$ cat config.mk
export PLATFORM = sky130hd
export DESIGN_NAME = fetch_stage
export DESIGN_NICKNAME = d
export VERILOG_FILES = /design/src/rtl/fetch_stage.sv
export SDC_FILE = /design/constraint.sdc
export NUM_CORES = 1
export LEC_CHECK = 0
export ABC_AREA = 1
export CORE_MARGIN = 1.5
export CORE_UTILIZATION = 40
export DETAILED_ROUTE_END_ITERATION = 16
export HOLD_SLACK_MARGIN = 0.06
export PLACE_DENSITY_LB_ADDON = 0.2
export SYNTH_ARGS = -nofsm -noshare
export SYNTH_HDL_FRONTEND = slang
export SYNTH_SLANG_ARGS = --single-unit
$ cat constraint.sdc
create_clock -name clk -period 4.1 [get_ports clk]
set_clock_uncertainty 0.15 [all_clocks]
set_input_delay 0.615 -clock clk [delete_from_list [all_inputs] [get_ports clk]]
set_output_delay 0.615 -clock clk [all_outputs]
set_load 0.02 [all_outputs]
$ cat src/rtl/fetch_stage.sv
`default_nettype none
// fetch_stage: IF stage, 2-cycle fetch latency, one-entry skid buffer for ID stalls.
// Optional macro FETCH_MISALIGN_TRAP_EN traps misaligned redirects. Rev 1.0
module fetch_stage #(
  parameter logic [31:0] RESET_PC = 32'h0000_0000,
  parameter logic [31:0] NOP_INST = 32'h0000_0013
) (
  input  logic        clk,
  input  logic        reset,
  input  logic        stall,
  input  logic        redirect_valid,
  input  logic [31:0] redirect_pc,
  output logic        imem_en,
  output logic [31:0] imem_addr,
  input  logic [31:0] imem_rdata,
  output logic [31:0] pc,
  output logic [31:0] inst,
  output logic        inst_valid,
  output logic        fetch_err
);

  logic [31:0] fetch_pc;
  logic [31:0] rsp_pc;
  logic        rsp_valid;
  logic        skid_valid;
  logic [31:0] skid_pc;
  logic [31:0] skid_inst;
  logic        halted;
  logic [31:0] target;
  logic        misalign;

`ifdef FETCH_MISALIGN_TRAP_EN
  assign target   = redirect_pc;
  assign misalign = |redirect_pc[1:0];
`else
  logic unused_redirect_lsb;
  assign unused_redirect_lsb = ^redirect_pc[1:0];
  assign target   = {redirect_pc[31:2], 2'b00};
  assign misalign = 1'b0;
`endif

  // A full skid buffer blocks issue, so at most one response is ever unconsumed.
  assign imem_en   = !stall && !skid_valid && !redirect_valid && !halted;
  assign imem_addr = fetch_pc;

  always_ff @(posedge clk) begin
    if (reset) begin
      fetch_pc   <= RESET_PC;
      rsp_valid  <= 1'b0;
      rsp_pc     <= 32'd0;
      skid_valid <= 1'b0;
      skid_pc    <= 32'd0;
      skid_inst  <= NOP_INST;
      pc         <= 32'd0;
      inst       <= NOP_INST;
      inst_valid <= 1'b0;
      fetch_err  <= 1'b0;
      halted     <= 1'b0;
    end else if (redirect_valid) begin
      fetch_pc   <= target;
      rsp_valid  <= 1'b0;
      skid_valid <= 1'b0;
      inst       <= NOP_INST;
      inst_valid <= 1'b0;
      if (misalign) begin
        fetch_err <= 1'b1;
        halted    <= 1'b1;
      end
    end else begin
      rsp_valid <= imem_en;
      if (imem_en) begin
        rsp_pc   <= fetch_pc;
        fetch_pc <= fetch_pc + 32'd4;
      end
      if (!stall) begin
        if (skid_valid) begin
          pc         <= skid_pc;
          inst       <= skid_inst;
          inst_valid <= 1'b1;
          skid_valid <= 1'b0;
        end else if (rsp_valid) begin
          pc         <= rsp_pc;
          inst       <= imem_rdata;
          inst_valid <= 1'b1;
        end else begin
          inst       <= NOP_INST;
          inst_valid <= 1'b0;
        end
      end else if (rsp_valid) begin
        skid_valid <= 1'b1;
        skid_pc    <= rsp_pc;
        skid_inst  <= imem_rdata;
      end
    end
  end

endmodule
`default_nettype wire

======== Word-level counts from Yosys, hierarchy flattened ========
Index checks and enable logic that the tools add are counted.
W data, S select, Z words.
word-level totals
  flip-flop bits (word level) ............. 195
  input port bits ......................... 68
  output and inout bits ................... 99
  word-level logic and storage cells ...... 33
operators by class
  $add $sub $neg .......................... 1
  mux-type cells .......................... 8
  bitwise logic cells ..................... 2
  reduce and logical (&&, ||, !) cells .... 12
operators by type and width
  kind                     count
  $mux W32                 6
  $add A32 B3 Y32 const B  1
  $reduce_and A3 Y1        2
  $reduce_bool A2 Y1       2
  $logic_not A1 Y1         3
  $reduce_or A3 Y1         1
  $logic_and A1 B1 Y1      2
  $mux W1                  2
  $not A1 Y1               2
  $reduce_and A2 Y1        1
  $reduce_or A2 Y1         1

======== Depth between registers and ports, before layout ========
  depth in word-level cells ............... 5
  mapped depth ............................ 11
  depth with buffers taken out ............ 11

======== Least setup slack after synthesis ========
OpenSTA, ideal clock, no wires.
  path type ............................... input to output
  start point ............................. input port stall
  end point ............................... output port imem_en
  arrival ................................. 1,276 ps
  required time ........................... 3,335 ps
  slack ................................... 2,059 ps
  stages .................................. 5
  path buffers ............................ 2
  cell sequence ........................... buf_6 -> nor2_4 -> nand2_2 -> buf_6 -> inv_1
on the way
  longest elaborated chain between the ends .. 3
RTL lines
  item                              RTL line  source
  start, declared                   10        input logic stall,
  $logic_not A1 Y1                  n/a
  $logic_and A1 B1 Y1 (2 in a row)  43        assign imem_en = !stall && !skid_valid && !redirect_valid && !halted;
  end, declared                     13        output logic imem_en,
No other way between the ends.

======== Worst setup path after layout ========
Ends and elaborated chain as after synthesis.

==> impl_metrics.env <==
export IMPL_status="completed"
export IMPL_nNetsFinal=1257
export IMPL_cp_end_kind="primary output"
export IMPL_setup_tns_ps=0
export IMPL_antenna_cells=0
export IMPL_seq_area_frac_synth_pct=46.64
export IMPL_power_density_nw_per_um2=391.7
export IMPL_p_leak_uw=0.003857
export IMPL_critPathKind="input pin to primary output"
export IMPL_num_io_pins=167
export IMPL_final_common_cell="nand2_1"
export IMPL_hold_violations=0
export IMPL_synth_area_um2=8026
export IMPL_final_period_utilization_pct=78.93
export IMPL_root_buffer="clkbuf_16"
export IMPL_synth_compound_area_share_pct=22.31
export IMPL_critPathMaxFanout=11
export IMPL_grt_pass1_wl_mm=36.30
export IMPL_cp_required_ps=3340
export IMPL_grt_usage_pct=22.31
export IMPL_drt_iter0_markers=630
export IMPL_cts_tree="built"
export IMPL_h_tree_depth=4
export IMPL_cts_buffers=17
export IMPL_core_area_um2=19590
export IMPL_maxCapViolations=0
export IMPL_vias_per_cell=5.118
export IMPL_die_x_um=144.7
export IMPL_synth_xor_area_share_pct=0.1091
export IMPL_synth_top_family_by_area="compound AO/OA/AOI/OAI gates"
export IMPL_path_buf_inv=3
export IMPL_ctsResizeCount=0
export IMPL_start_kind="input pin"
export IMPL_clkSinkCount=187
export IMPL_clockBufferDepth=2
export IMPL_synth_ff_type="dfxtp_1"
export IMPL_cp_slowest_cell="clkdlybuf4s50_1"
export IMPL_start_util_pct=40.97
export IMPL_cp_slowest_stage_delay_ps=670
export IMPL_rsz0062_at_grt="no"
export IMPL_die_area_um2=20930
export IMPL_clk_transition_reported_paths_ps=80
export IMPL_drv_slew=0
export IMPL_place_port_buffers=159
export IMPL_yosysUniqueCellTypes=40
export IMPL_worstPathArrival_ps=2470
export IMPL_gr_total_overflow=0
export IMPL_critical_path_top_delay_family="buffers and inverters"
export IMPL_dr_total_vias=7503
export IMPL_fp_row_count=51
export IMPL_final_min_clock_period_ps=3236
export IMPL_gp_congestion=0.8658
export IMPL_die_h_um=144.7
export IMPL_grt_antenna_before_repair=0
export IMPL_ir_worst_vdd_uv=253.2
export IMPL_max_clock_freq_ghz=0.3090
export IMPL_synth_area_per_cell_um2=7.501
export IMPL_drive_gt1_share_pct=7.161
export IMPL_crit_chain="clkdlybuf4s50_1 > nor2_4 > nand2_2 > inv_1 > clkdlybuf4s50_1"
export IMPL_hpwl_mm=14.91
export IMPL_area_delta_synth_final_pct=28.08
export IMPL_ant_nets=0
export IMPL_min_path_type="flip-flop to flip-flop"
export IMPL_clk_latency_ps=430
export IMPL_synth_seq_cells=187
export IMPL_grt_max_degree=70
export IMPL_maxSlewHeadroom_pct=23.63
export IMPL_drc=0
export IMPL_setup_viol=0
export IMPL_most_common_layout_cells="nand2_1 (190), dfxtp_1 (186), clkdlybuf4s50_1 (159), o21ai_0 (138), nor2_1 (115)"
export IMPL_synthArstFlopShare_pct=0
export IMPL_ys_warn_count=0
export IMPL_tightest_slew_ps=1144
export IMPL_synthCells=1070
export IMPL_grt_pass1_vias=6818
export IMPL_firstDrtPassIters=5
export IMPL_synth_area_mux_share_pct=0
export IMPL_wl_per_cell_um=15.73
export IMPL_synthAdderAreaFrac_pct=0.1559
export IMPL_power_uw=4026
export IMPL_ctsHoldBuffers=0
export IMPL_post_cts_setup_buffers=0
export IMPL_finalWirelength_mm=23.06
export IMPL_synth_edff_count=0
export IMPL_synthSimpleGateAreaFrac_pct=22.03
export IMPL_cpMostUsedCell="clkdlybuf4s50_1"
==> cell type report <==
class / count / area, um2
repair buffers: 172 / 1702
clock buffers: 17 / 425.4
inverters: 77 / 291.5
flip-flops and latches: 187 / 3745
well taps: 265 / 331.6
multi-input cells: 733 / 3610
clock inverters: 15 / 175.2
fillers: 1923 / 9310
==> layer usage <==
| layer | global-route usage (%) | wire (um) | up-vias |
|---|---|---|---|
| met5 | 0 | 0 | - |
| met1 | 33.16 | 11580 | 3455 |
| met3 | 3.949 | 1313 | 11 |
| met2 | 33.57 | 10010 | 223 |
| li1 | - | - | 3814 |
| met4 | 4.891 | 163 | 0 |
==> worst paths after layout <==
kind | from | endpoint | slack [ps] | cells past startpoint
setup reg to reg | skid_valid | inst[0] | 1550 | 4
hold / removal | inst_valid | inst_valid | 320 | 2
setup / recovery | stall | imem_en | 860 | 5
hold reg to reg | inst_valid | inst_valid | 320 | 2
==> power by group <==
| group | total (uW) | leakage [uW] | switching [uW] | internal, uW |
|---|---|---|---|---|
| Combinational | 447 | 0.00204 | 258 | 189 |
| Clock | 1640 | 0.000288 | 813 | 825 |
| Sequential | 1940 | 0.00153 | 57.2 | 1880 |
==> cell usage after synthesis, drive strengths merged (2+ instances only) <==
cell / count / area [um2]
a211oi: 21 / 157.7
o211ai: 6 / 45.04
nand3: 47 / 240.2
nor2: 134 / 608.1
buf: 44 / 284.0
nand4: 4 / 25.02
o221ai: 4 / 35.03
nand3b: 5 / 37.54
a22o: 2 / 17.52
inv: 76 / 287.8
and2: 2 / 12.51
a21oi: 113 / 573.1
o21ai: 139 / 695.7
clkbuf: 33 / 123.9
dfxtp: 187 / 3744
nor3: 8 / 45.04
nand2: 199 / 793.3
a31oi: 34 / 212.7
a22oi: 6 / 45.04
==> registers in the layout, summed over array words and instances (netlist names) <==
name and cells:
pc 30, skid_valid 1, imem_addr 30, skid_pc 30
rsp_valid 1, skid_inst 32, rsp_pc 30, inst_valid 1
inst 32
==> metrics by stage <==
stage / util, % / area, um2 / worst slack (ps) / instances / hold WS, ps
4_1_cts: 52.47 / 10280 / 864.6 / 1466 / 314.9
6_report: 52.47 / 10280 / 863.7 / 1466 / 317.6
3_5_place_dp: 49.41 / 9679 / 802.6 / 1434 / 300.5
3_3_place_gp: 49.41 / 9679 / 829.0 / 1434 / 293.0
5_1_grt: 52.47 / 10280 / 821.3 / 1466 / 336.8
2_1_floorplan: - / 8041 / 2059 / 1074 / 279.2
==> kinds of logic after synthesis <==
kind of cell             after synthesis
flip-flops                           187
adder cells (fa/ha/maj)                1
AND/OR/NAND/NOR                      400
other                                  1
XOR/XNOR                               1
AO/OA/AOI/OAI                        326
buffers and inverters                154
==> worst reg2reg max path, stage by stage, from the launching register on <==
cell and delay, ps:
dfxtp_2 350, buf_4 610, inv_1 750, o221ai_1 460, nand3_1 110
(Power assumes the default switching activity.)
